--- src/rtl/hazard_ctrl_pkg.sv ---
// Shared types and constants for the pipeline hazard controller.
// Optional FORWARD_EN build narrows hazards to load-use only.
package hazard_ctrl_pkg;

  localparam int NUM_SLOTS = 3;
  localparam int REG_AW    = 3;
  localparam int CNT_W     = $clog2(NUM_SLOTS + 1);

  typedef enum logic [1:0] {
    RUN    = 2'd0,
    DRAIN  = 2'd1,
    HALTED = 2'd2
  } state_t;

  typedef struct packed {
    logic              valid;
    logic [REG_AW-1:0] wreg;
    logic              is_load;
  } slot_t;

endpackage

--- src/rtl/hazard_cmp.sv ---
// Matches one ID source register against the in-flight write slots.
// With FORWARD_EN only a load still in EX can block the reader.
module hazard_cmp
  import hazard_ctrl_pkg::*;
(
  input  logic                  uses,
  input  logic [REG_AW-1:0]     src,
  input  slot_t [NUM_SLOTS-1:0] slots,
  output logic                  hit
);

`ifdef FORWARD_EN
  always_comb begin
    hit = uses
        & slots[0].valid
        & slots[0].is_load
        & (slots[0].wreg == src);
  end
`else
  always_comb begin
    hit = 1'b0;
    for (int i = 0; i < NUM_SLOTS; i++) begin
      if (uses && slots[i].valid && slots[i].wreg == src)
        hit = 1'b1;
    end
  end
`endif

endmodule

--- src/rtl/hazard_ctrl.sv ---
// Stall/bubble/flush/freeze sequencing for the 5-stage core plus halt drain.
// Define FORWARD_EN when the datapath has EX/MEM/WB forwarding.
module hazard_ctrl
  import hazard_ctrl_pkg::*;
(
  input  logic              clk,
  input  logic              rst,
  input  logic              id_valid,
  input  logic [REG_AW-1:0] id_rd1_sel,
  input  logic [REG_AW-1:0] id_rd2_sel,
  input  logic              id_uses_r1,
  input  logic              id_uses_r2,
  input  logic              id_reg_wrt,
  input  logic [REG_AW-1:0] id_wr_reg,
  input  logic              id_is_load,
  input  logic              id_halt,
  input  logic              br_taken,
  input  logic              mem_busy,
  output logic              stall_if,
  output logic              bubble_ex,
  output logic              flush_ifid,
  output logic              freeze,
  output logic              halted,
  output logic              err
);

  slot_t [NUM_SLOTS-1:0] slots;
  slot_t                 slot_new;
  state_t                state, state_nx;
  logic [CNT_W-1:0]      cnt, cnt_nx;
  logic                  hit1, hit2;
  logic                  hazard, run, issuing, err_set;

  hazard_cmp u_cmp1 (
    .uses  (id_uses_r1),
    .src   (id_rd1_sel),
    .slots (slots),
    .hit   (hit1)
  );

  hazard_cmp u_cmp2 (
    .uses  (id_uses_r2),
    .src   (id_rd2_sel),
    .slots (slots),
    .hit   (hit2)
  );

  assign run     = (state == RUN);
  assign hazard  = id_valid & (hit1 | hit2);
  assign issuing = id_valid & ~hazard & ~br_taken
                 & run & ~mem_busy;
  assign err_set = (br_taken & ~run)
                 | (id_valid & id_reg_wrt & id_halt);

  always_comb begin
    slot_new = '0;
    if (issuing && id_reg_wrt) begin
      slot_new.valid   = 1'b1;
      slot_new.wreg    = id_wr_reg;
      slot_new.is_load = id_is_load;
    end
  end

  always_ff @(posedge clk) begin
    if (rst) begin
      slots <= '0;
      state <= RUN;
      cnt   <= '0;
      err   <= 1'b0;
    end else begin
      if (!mem_busy)
        slots <= {slots[NUM_SLOTS-2:0], slot_new};
      state <= state_nx;
      cnt   <= cnt_nx;
      if (err_set)
        err <= 1'b1;
    end
  end

  // A frozen pipe holds both the FSM and the drain counter.
  always_comb begin
    state_nx = state;
    cnt_nx   = cnt;
    if (!mem_busy) begin
      unique case (state)
        RUN: begin
          if (issuing && id_halt) begin
            state_nx = DRAIN;
            cnt_nx   = CNT_W'(NUM_SLOTS);
          end
        end
        DRAIN: begin
          cnt_nx = cnt - CNT_W'(1);
          if (cnt == CNT_W'(1))
            state_nx = HALTED;
        end
        HALTED: ;
        default: state_nx = RUN;
      endcase
    end
  end

  always_comb begin
    stall_if   = 1'b0;
    bubble_ex  = 1'b0;
    flush_ifid = 1'b0;
    freeze     = 1'b0;
    halted     = (state == HALTED);
    unique case (1'b1)
      mem_busy: begin
        freeze   = 1'b1;
        stall_if = 1'b1;
      end
      (!mem_busy && !run): begin
        stall_if  = 1'b1;
        bubble_ex = 1'b1;
      end
      (!mem_busy && run && br_taken): begin
        flush_ifid = 1'b1;
        bubble_ex  = 1'b1;
      end
      (!mem_busy && run && !br_taken && hazard): begin
        stall_if  = 1'b1;
        bubble_ex = 1'b1;
      end
      default: ;
    endcase
  end

endmodule

--- config.mk ---
export PLATFORM = sky130hd
export DESIGN_NAME = hazard_ctrl
export DESIGN_NICKNAME = d
export VERILOG_FILES = /design/src/rtl/hazard_ctrl_pkg.sv /design/src/rtl/hazard_cmp.sv /design/src/rtl/hazard_ctrl.sv
export SDC_FILE = /design/constraint.sdc
export NUM_CORES = 1
export LEC_CHECK = 0
export BUFFER_PORTS_ARGS = -buffer_cell sky130_fd_sc_hd__buf_2
export CAP_MARGIN = 5
export CORE_ASPECT_RATIO = 1.4
export CORE_MARGIN = 1
export CORE_UTILIZATION = 30
export CTS_BUF_LIST = sky130_fd_sc_hd__clkbuf_4 sky130_fd_sc_hd__clkbuf_8
export DETAILED_ROUTE_END_ITERATION = 8
export GPL_ROUTABILITY_DRIVEN = 0
export PLACE_DENSITY = 0.6
export SYNTH_ARGS = -nofsm -noshare
export SYNTH_HDL_FRONTEND = slang
export SYNTH_SLANG_ARGS = --single-unit
--- constraint.sdc ---
create_clock -name clk -period 1.4 [get_ports clk]
set_input_delay 0.28 -clock clk [delete_from_list [all_inputs] [get_ports clk]]
set_output_delay 0.28 -clock clk [all_outputs]
set_load 0.05 [all_outputs]
# Word-level counts from Yosys, hierarchy flattened
# Cells that the tools add are included.
# op_classes
addsub	1
mul	0
div_mod_pow	0
magnitude_cmp	0
n_eq_ne	11
shifts	0
muxes	16
bitwise	15
reduce_logical	28
# op_table
operator	n
logical AND 1 bit	19
equality test 3 bit	6
two-way mux 1 bit	10
bitwise AND 1 bit	8
two-way mux 2 bit	3
one-hot mux 2 bit (3 select lines)	1
OR reduction 3 bit	2
two-way mux 5 bit	1
NOT 1 bit	5
equality test 2 x 1 -> 1 bit, second input constant	2
one-hot mux 2 bit (2 select lines)	1
AND reduction 4 bit	1
zero test 1 bit	3
AND reduction 3 bit	1
equality test 2 bit, second input constant	1
zero test 2 bit	1
inequality test 2 x 1 -> 1 bit, second input constant	1
inequality test 2 bit, second input constant	1
OR 1 bit	2
nonzero test 2 bit	1
subtractor 2 x 1 -> 2 bit, second input constant	1
# word_totals
ff_bits	17
latchBits	0
ramBits	0
mem_bits_ro	0
out_inout_bits	6
elab_cells	80
mem_count	0

# Longest topological paths before layout
# Gate-level depths: netlist of run 1.
# logic_depth
depth_word	15
ltp_mapped	6

# By module
# From an unflattened synthesis of run 1, not the netlist that was laid out.
# unflattened
hier_cells	124
area_unflattened_um2	1078.5
# modules_own_cells
module	n_inst	cells_per_inst	area_per_inst_um2	seq_area_each_um2
hazard_ctrl	1	94	848.3	400.4
hazard_cmp	2	15	115.1	0.0

# Least setup slack after synthesis of run 1
# Ideal clock, no wire load.
# synth_path
kind	reg2out
from	reg, netlist name slots[8]
to	out bubble_ex
t_arrival_ps	1899
path_slack_ps	-779
path_stages_with_launch	5
n_path_buf	0
cell_sequence	dfxtp_1 xor2_1 nor4_1 nor3b_4 o22ai_1
# synth_via
elab_chain_cells	9
elab_cells_between_ends	13
cone_classes	eq/ne (2); mux (5); bitwise (2); reduce/logical (4)
# synth_rtl
element	line_no	source
equality test 3 bit	hazard_cmp.sv:23	if (uses && slots[i].valid && slots[i].wreg == src)
logical AND 1 bit	hazard_cmp.sv:23	
two-way mux 1 bit (2 in a row)	hazard_cmp.sv:23	
OR 1 bit *	hazard_ctrl.sv:49	assign hazard = id_valid & (hit1 | hit2);
bitwise AND 1 bit *	hazard_ctrl.sv:49	
logical AND 1 bit *	hazard_ctrl.sv:122	(!mem_busy && run && !br_taken && hazard): begin
OR reduction 3 bit (no source line) *	-	
two-way mux 1 bit *	hazard_ctrl.sv:109	unique case (1'b1)
end: declaration	hazard_ctrl.sv:20	output logic bubble_ex,
# Mark *: on every way between the ends. The rest lies on a longest branch, timed or not.

# Final worst setup path of run 1
# layout_path
from	reg, netlist name slots[13]
to	out bubble_ex
# layout_via
elab_chain_cells	8
elab_cells_between_ends	11
cone_classes	eq/ne (2); mux (3); bitwise (2); reduce/logical (4)
# layout_rtl
element	line_no
equality test 3 bit	hazard_cmp.sv:23
logical AND 1 bit	hazard_cmp.sv:23
two-way mux 1 bit	hazard_cmp.sv:23
OR 1 bit *	hazard_ctrl.sv:49
bitwise AND 1 bit *	hazard_ctrl.sv:49
logical AND 1 bit *	hazard_ctrl.sv:122
OR reduction 3 bit (no source line) *	-
two-way mux 1 bit *	hazard_ctrl.sv:109
# Marked as above.

==> results.cfg, run 1 <==
[yosys]
synth.net_count = 131
ys_seq_area_share_pct = 35.0
ys_async_sr_fraction_pct = 0
avgSynthCellArea_um2 = 8.76
synth_ff_type = dfxtp_1
synth_warnings = 0
synth_edf_count = 0
synth_seq_cells = 17
ys_types = 30
synth_cells = 111
syn_area_um2 = 972

[critical_path]
start_kind = flop
r2r-start = slots[13]
critPathTopFamily = simple AND/OR/NAND/NOR gates
cpPeakStageDelay_ps = 390
cpMaxStageDelayCell = nor3b_4
crit_path_end_kind = output port
crit_type = flop to output port
cp-startpoint = slots[13]
critPathArrivalTime_ps = 1870
cp_max_fo = 3
crit_buf_inv = 1
required_ps = 1120
worst_path_most_repeated_cell = nor4_2
crit_chain = xor2_2 -> nor4_2 -> nor4_2 -> nor3b_4 -> o22ai_4 -> buf_6

[route]
post_drt_wl_per_cell_um = 13.6
routed_via_density = 4.94
drc = 0
dr.pass1.iters = 4
postRouteWirelength_um = 2680
first_iter_violations = 23
ant_nets = 0
vias = 974

[global_route]
grt_overflow = 0
grt_pass1_wl_um = 4640
grt_max_degree = 11
antenna_found_initial = 0
first_global_vias = 1067
gr-usage-all-layers_pct = 17.3

[sta]
holdWs_ps = 279
finalHoldViolCount = 0
finalCritPeriodShare_pct = 154
finalWorstSetupSlack_ps = -753
worst_pin_slew_ps = 331
fin_crit_ps = 2150
rsz0062_at_grt = yes
clock.fmax_mhz = 464
relSlewSlack_pct = 77.8
report.final.slew_viol_count = 0
final-setup-viol-count = 10
finClkSkew_ps = 1.93

[layout]
syn_to_final_growth_pct = 57.8
fillers = 286
drive_gt1_share_pct = 53.8
finalNetCount = 179
diodes = 0

[clocking]
cts_made_buffers = 3
clk_pin_slew_worst_paths_ps = 70
clock_tree.buffer_depth = 2
htreeDepth = 1
clk-insertion-delay-late_ps = 250
cts_sinks = 17
cts_tree = done
clock-root-buffer = clkbuf_8

[worst_hold_path]
hp-start = id_wr_reg[1]
hp-class = input port to flop

[power]
p_leak_nw = 0.677
ir_drop_mv = 0.375
total_power_mw = 1.12
pwr_density_cell_nw_per_um2 = 727

[floorplan]
pin_count = 25
initial_core_util_pct = 31.4
fp.dieW_um = 50.1
die-area_um2 = 3480
core_um2 = 3090
rows = 24
die_h_um = 69.4

[run]
max_cap_violations = 0

[placed_design]
hpwl_um = 1970
port_buffers = 23

[status]
status = finished with violations
violations = setup timing
## worst paths after layout
kind / endpoint / slack (ps) / cells after the start
hold reg to reg: err / 470 / 2
hold / removal: slots[2] / 280 / 2
setup / recovery: bubble_ex / -750 / 6
setup reg to reg: slots[1] / -420 / 7
## cells in the final DEF, fill, tap and decap left out, types with 2 or more instances in the layout
cell type,synthesis,layout
dfxtp_1,17,6
clkbuf_8,0,3
a32o_1,3,3
nor4_1,7,4
nor2_1,11,11
buf_2,1,19
inv_1,2,2
nand3b_1,2,2
nand3_1,3,3
o21ai_1,3,2
nor4_2,1,3
nand2b_1,2,2
buf_4,1,26
buf_6,0,3
nand2_1,7,6
dfxtp_4,0,2
xor2_1,18,13
dfxtp_2,0,9
o21ai_0,3,3
xor2_2,0,5
nor2b_1,3,2
mux2i_1,8,8
## synth_stat cells, types with 2 or more instances
| cell | count | area, um2 |
|---|---|---|
| nand2b_1 | 2 | 12.5 |
| nor3_1 | 3 | 15.0 |
| nand3b_1 | 2 | 15.0 |
| dfxtp_1 | 17 | 340 |
| nand2_1 | 7 | 26.3 |
| inv_1 | 2 | 7.51 |
| o21ai_0 | 3 | 15.0 |
| nor4_1 | 7 | 43.8 |
| mux2i_1 | 8 | 80.1 |
| a21oi_1 | 2 | 10.0 |
| o21ai_1 | 3 | 15.0 |
| nor2_1 | 11 | 41.3 |
| xor2_1 | 18 | 158 |
| a32o_1 | 3 | 30.0 |
| nand3_1 | 3 | 15.0 |
| nor2b_1 | 3 | 18.8 |
| clkbuf_1 | 4 | 15.0 |
## flip-flops by register name (all words and copies together), names as in the netlist
register,cells
cnt,2
err,1
slots,12
state,2
## cell families after synthesis
group                    Yosys count  share of synthesized area (%)
adder cells (fa/ha/maj)            1                           1.29
XOR/XNOR                          18                           16.2
AO/OA/AOI/OAI                     16                           11.1
buffers and inverters              9                           3.99
flip-flops                        17                           35.0
multiplexers                       8                           8.24
AND/OR/NAND/NOR                   42                           24.2
## layer usage
| layer | track usage, % | vias up | part of all wire (%) |
|---|---|---|---|
| met5 | 0 | - | 0 |
| met4 | 6.98 | 0 | 1.3 |
| met3 | 2.63 | 4 | 3.8 |
| met2 | 31.7 | 25 | 54 |
| met1 | 19.1 | 466 | 41 |
| li1 | - | 479 | - |
## layout make-up
class | instances | area, um2 | share of cell area (%)
timing repair buffer | 49 | 339 | 22.1
multi-input combinational | 85 | 727 | 47.4
sequential | 17 | 359 | 23.4
inverter | 3 | 11.3 | 0.734
tap | 39 | 48.8 | 3.18
clock buffer | 4 | 48.8 | 3.18
## where the power goes
part           switching [mW]  total, mW  internal [mW]
clock                   0.173      0.395          0.221
combinational           0.128      0.226         0.0973
sequential            0.00673      0.495          0.489
total                   0.308       1.12          0.807
## per-stage QoR
stage          cells  setup TNS [ps]  worst slack [ps]  util (%)  cell area, um2
2_1_floorplan    111            -829              -300         -            1030
3_3_place_gp     187           -2940              -571      42.6            1320
6_report         197           -3290              -753      49.6            1530
3_5_place_dp     187           -3110              -586      42.6            1320
5_1_grt          197           -4160              -857      49.6            1530
4_1_cts          197           -3120              -701      47.3            1460
## timing repair
item,4_1_cts,5_1_grt
endpoints found under the setup margin,11,11
pin swaps,6,8
hold buffers,0,0
resized for setup,15,14
setup buffers,6,2
(Power assumes the default switching activity.)
==> run 2, diff against run 1 <==
--- a/config.mk
+++ b/config.mk
@@ -7,13 +7,15 @@
 export LEC_CHECK = 0
 export BUFFER_PORTS_ARGS = -buffer_cell sky130_fd_sc_hd__buf_2
 export CAP_MARGIN = 5
+export CELL_PAD_IN_SITES_DETAIL_PLACEMENT = 1
+export CELL_PAD_IN_SITES_GLOBAL_PLACEMENT = 1
 export CORE_ASPECT_RATIO = 1.4
 export CORE_MARGIN = 1
 export CORE_UTILIZATION = 30
 export CTS_BUF_LIST = sky130_fd_sc_hd__clkbuf_4 sky130_fd_sc_hd__clkbuf_8
 export DETAILED_ROUTE_END_ITERATION = 8
 export GPL_ROUTABILITY_DRIVEN = 0
-export PLACE_DENSITY = 0.6
+export PLACE_DENSITY = 0.72
 export SYNTH_ARGS = -nofsm -noshare
 export SYNTH_HDL_FRONTEND = slang
 export SYNTH_SLANG_ARGS = --single-unit
==> constraint.sdc (replaced) <==
create_clock -name clk -period 2.45 [get_ports clk]
set_input_delay 0.49 -clock clk [delete_from_list [all_inputs] [get_ports clk]]
set_output_delay 0.49 -clock clk [all_outputs]
set_load 0.05 [all_outputs]
==> results.cfg, run 2 (same netlist as run 1, synthesis figures left out) <==
[floorplan]
die-area_um2 = 3480
die_h_um = 69.4
core_um2 = 3090
fp.dieW_um = 50.1
rows = 24
initial_core_util_pct = 31.4
pin_count = 25

[critical_path]
crit_buf_inv = 2
cp_max_fo = 3
cpPeakStageDelay_ps = 360
critPathTopFamily = simple AND/OR/NAND/NOR gates
crit_type = input port to output port
crit_path_end_kind = output port
cpMaxStageDelayCell = nor4_2
r2r-start = slots[13]
crit_chain = buf_2 -> xor2_1 -> nor4_1 -> nor4_2 -> nor3b_4 -> o22ai_2 -> buf_4
critPathArrivalTime_ps = 1870
required_ps = 1960
start_kind = input port
cp-startpoint = id_rd1_sel[0]

[power]
p_sw_share_pct = 25.9
pwr_density_cell_nw_per_um2 = 491
ir_drop_mv = 0.209
combPwrFrac_pct = 15.5
p_int_mw = 0.442
p_leak_nw = 0.539
power.switching_mw = 0.155
p_clk_share_pct = 36.4
seqPwrFrac_pct = 48.0

[layout]
layout_commonest_cell = buf_2
final_cell_mix = buf_2 (22), xor2_1 (18), nor2_1 (11), dfxtp_1 (11), mux2i_1 (8)
largest_reg_flops = 12
largestRegisters = slots: 12 flops, cnt: 2 flops, state: 2 flops
top_register = slots
fin_util_pct = 39.3
finalNetCount = 158
syn_to_final_growth_pct = 25.0
diodes = 0
drive_gt1_share_pct = 31.4
layoutNonFillerInstCount = 176

[sta]
final-setup-viol-count = 0
worst_pin_slew_ps = 632
clock.fmax_mhz = 424
finalCritPeriodShare_pct = 96.2
finalHoldViolCount = 0
fin_crit_ps = 2360
finClkSkew_ps = 2.26
relSlewSlack_pct = 57.5
report.final.slew_viol_count = 0
finalSetupTns_ps = 0
rsz0062_at_grt = no

[worst_hold_path]
hp-start = err
hp-class = flop to flop

[clocking]
hold_buffers = 0
clk_pin_slew_worst_paths_ps = 60
htreeDepth = 1
clk-insertion-delay-late_ps = 240
clock_tree.buffer_depth = 2
cts_tree = done
cts_made_buffers = 3
clock-root-buffer = clkbuf_8
cts_sinks = 17

[route]
ant_nets = 0
postRouteWirelength_um = 2410
routed_via_density = 5.01
drc = 0
post_drt_wl_per_cell_um = 13.7
vias = 882
dr.pass1.iters = 4
first_iter_violations = 7

[placed_design]
hpwl_um = 1840
dp.cells = 171
port_buffers = 23

[status]
status = finished, final reports clean

[global_route]
gr-usage-all-layers_pct = 14.6
antenna_found_initial = 0
grt_max_degree = 18
grt_pass1_wl_um = 3960
grt_overflow = 0
first_global_vias = 864

[run]
max_cap_violations = 0
-- run 2: cell count changes in the layout (fill, tap and decap cells not counted), sizes merged --
cell	change
buf	-21
-- run 2: cell type report --
class | count | area (um2)
fill | 379 | 1880
multi-input combinational | 85 | 603
sequential | 17 | 348
timing repair buffer | 28 | 155
clock buffer | 4 | 48.8
tap | 39 | 48.8
inverter | 3 | 11.3
-- run 2: final timing paths --
kind	to	slack (ps)	cells after the start
max reg2reg	slots[3]	630	7
min	err	480	2
min reg2reg	err	480	2
max	bubble_ex	90	7
-- run 2: power groups by stage --
| stage | Sequential (mW) | Clock (mW) | Combinational (mW) |
|---|---|---|---|
| 3_3_place_gp | 0.292 | 0 | 0.0896 |
| 4_1_cts | 0.287 | 0.221 | 0.0929 |
| 3_5_place_dp | 0.293 | 0 | 0.0924 |
| 2_1_floorplan | 0.294 | 0 | 0.0555 |
| 6_report | 0.287 | 0.217 | 0.0928 |
| 5_1_grt | 0.287 | 0.244 | 0.101 |
-- run 2: per-layer routing --
metal | vias up | GRT usage (%) | wire length, um
li1 | 442 | - | -
met1 | 417 | 18.4 | 1110
met2 | 21 | 24.3 | 1180
met3 | 2 | 2.63 | 101
met4 | 0 | 4.76 | 20
met5 | - | 0 | 0
-- run 2: through the flow --
| stage | hold WS, ps | setup WS (ps) | area, um2 | power (mW) |
|---|---|---|---|---|
| after floorplan | 464 | 234 | 982 | 0.349 |
| after global placement | 457 | 102 | 1150 | 0.382 |
| after detailed placement | 476 | 92.2 | 1150 | 0.385 |
| after CTS | 479 | 12.4 | 1200 | 0.600 |
| after global routing | 476 | 15.5 | 1210 | 0.632 |
| final | 480 | 92.8 | 1210 | 0.597 |
-- run 2: timing repair --
item	in CTS	in global routing
setup endpoints to repair	0	2
buffers inserted	0	1
resized for setup	0	8
-- run 2: worst register-to-register path, stage by stage (launching register included) --
cell	delay (ps)
dfxtp_2	340
xor2_1	160
nor4_1	400
nor4_2	120
nor3b_4	190
buf_4	130
buf_4	130
a32o_1	240
==> run 3, diff against run 2 <==
--- a/config.mk
+++ b/config.mk
@@ -12,7 +12,7 @@
 export CORE_ASPECT_RATIO = 1.4
 export CORE_MARGIN = 1
 export CORE_UTILIZATION = 30
-export CTS_BUF_LIST = sky130_fd_sc_hd__clkbuf_4 sky130_fd_sc_hd__clkbuf_8
+export CTS_BUF_LIST = sky130_fd_sc_hd__clkbuf_2
 export DETAILED_ROUTE_END_ITERATION = 8
 export GPL_ROUTABILITY_DRIVEN = 0
 export PLACE_DENSITY = 0.72
==> results.cfg, run 3 (same netlist as run 1, synthesis figures left out) <==
[status]
status = finished, final reports clean

[critical_path]
r2r_slack_ps = 610
r2r-start = slots[13]
start_kind = flop
cpPeakStageDelay_ps = 390
required_ps = 1960
critPathTopFamily = simple AND/OR/NAND/NOR gates
worst_path_most_repeated_cell = nor4_2
crit_type = flop to output port
crit_buf_inv = 1
cpMaxStageDelayCell = dfxtp_2
r2r.worst_path.cells = 7
crit_chain = xor2_1 -> nor4_2 -> nor4_2 -> nor3b_4 -> o22ai_2 -> buf_6
cp_max_fo = 3
critPathArrivalTime_ps = 1890
rr_endpoint = slots[3]
crit_path_end_kind = output port

[route]
drc = 0
dr.pass1.iters = 3
ant_nets = 0
post_drt_wl_per_cell_um = 13.7
postRouteWirelength_um = 2410
vias = 888
routed_via_density = 5.05
first_iter_violations = 15

[layout]
seqCellArea_um2 = 352
multi_input_area_um2 = 624
fillers = 373
diodes = 0
fin_util_pct = 39.5
final_cell_mix = buf_2 (21), xor2_1 (16), nor2_1 (11), dfxtp_2 (9)
design_area_um2 = 1220
layout_commonest_cell = buf_2
largest_reg_flops = 12
top_register = slots
finalNetCount = 158
drive_gt1_share_pct = 35.8
syn_to_final_growth_pct = 25.6
largestRegisters = slots: 12 flops, cnt: 2 flops, state: 2 flops

[global_route]
grt_max_degree = 18
gr-usage-all-layers_pct = 14.5
grt_pass1_wl_um = 3950
antenna_found_initial = 0
first_global_vias = 867
grt_overflow = 0

[floorplan]
rows = 24
die-area_um2 = 3480
core_um2 = 3090
initial_core_util_pct = 31.4
die_h_um = 69.4
pin_count = 25
fp.dieW_um = 50.1

[power]
ir_drop_mv = 0.209
p_leak_nw = 0.535
pwr_density_cell_nw_per_um2 = 418

[clocking]
cts_tree = done
clk-insertion-delay-late_ps = 280
clock_tree.buffer_depth = 2
hold_buffers = 0
clock-root-buffer = clkbuf_2
cts_sinks = 17
htreeDepth = 1
cts_made_buffers = 3
clk_pin_slew_worst_paths_ps = 150

[worst_hold_path]
hp-start = id_wr_reg[0]
whs_path_depth = 2
hp-class = input port to flop
min_to = slots[1]

[sta]
relSlewSlack_pct = 58.8
finalHoldViolCount = 0
fin_crit_ps = 2380
finalCritPeriodShare_pct = 97.2
report.final.slew_viol_count = 0
finalWorstSetupSlack_ps = 69.4
finClkSkew_ps = 2.34
worst_pin_slew_ps = 612
final-setup-viol-count = 0
clock.fmax_mhz = 420
rsz0062_at_grt = yes
holdWs_ps = 429
finalSetupTns_ps = 0

[placed_design]
placed_cell_area_um2 = 1150
dp_slack_ps = 92.2
hpwl_um = 1840
port_buffers = 23

[run]
max_cap_violations = 0
run 3: cell counts in the layout (fill, tap and decap cells not counted):
Identical to the previous run, type by type.
run 3: repair_timing:
item	in CTS	in global routing
cloned	0	0
setup endpoints to repair	2	2
setup buffers	0	1
resized for setup	7	10
pin swaps	1	1
run 3: stage by stage:
stage               instances  total power [mW]
global placement          171             0.382
detailed placement        171             0.385
finish                    176             0.511
floorplan                 111             0.349
global route              176             0.544
CTS                       175             0.514
run 3: routing by layer:
| metal | part of all wire, % | GRT usage, % |
|---|---|---|
| met1 | 44 | 18.3 |
| met2 | 50 | 24.3 |
| met3 | 4.2 | 1.97 |
| met4 | 1.4 | 5.71 |
| met5 | 0 | 0 |
run 3: power breakdown:
part,switching (mW),internal (mW),total (mW)
sequential,0.00562,0.281,0.287
combinational,0.0593,0.0373,0.0966
clock,0.0837,0.0433,0.127
run 3: how the worst max path moves through the flow:
stage                     cells after the start     startpoint         to
after CTS                                     6       slots[8]  bubble_ex
after detailed placement                      7  id_rd2_sel[2]  bubble_ex
final                                         6      slots[12]  bubble_ex
after global placement                        7  id_rd2_sel[2]  bubble_ex
after floorplan                               4  id_rd1_sel[2]   stall_if
after global routing                          6      slots[11]  bubble_ex
run 3: layout make-up:
class | count | area share, %
timing repair buffer | 28 | 13.5
clock buffer | 4 | 1.64
multi-input combinational | 85 | 51.1
inverter | 3 | 0.922
tap | 39 | 4.00
sequential | 17 | 28.8
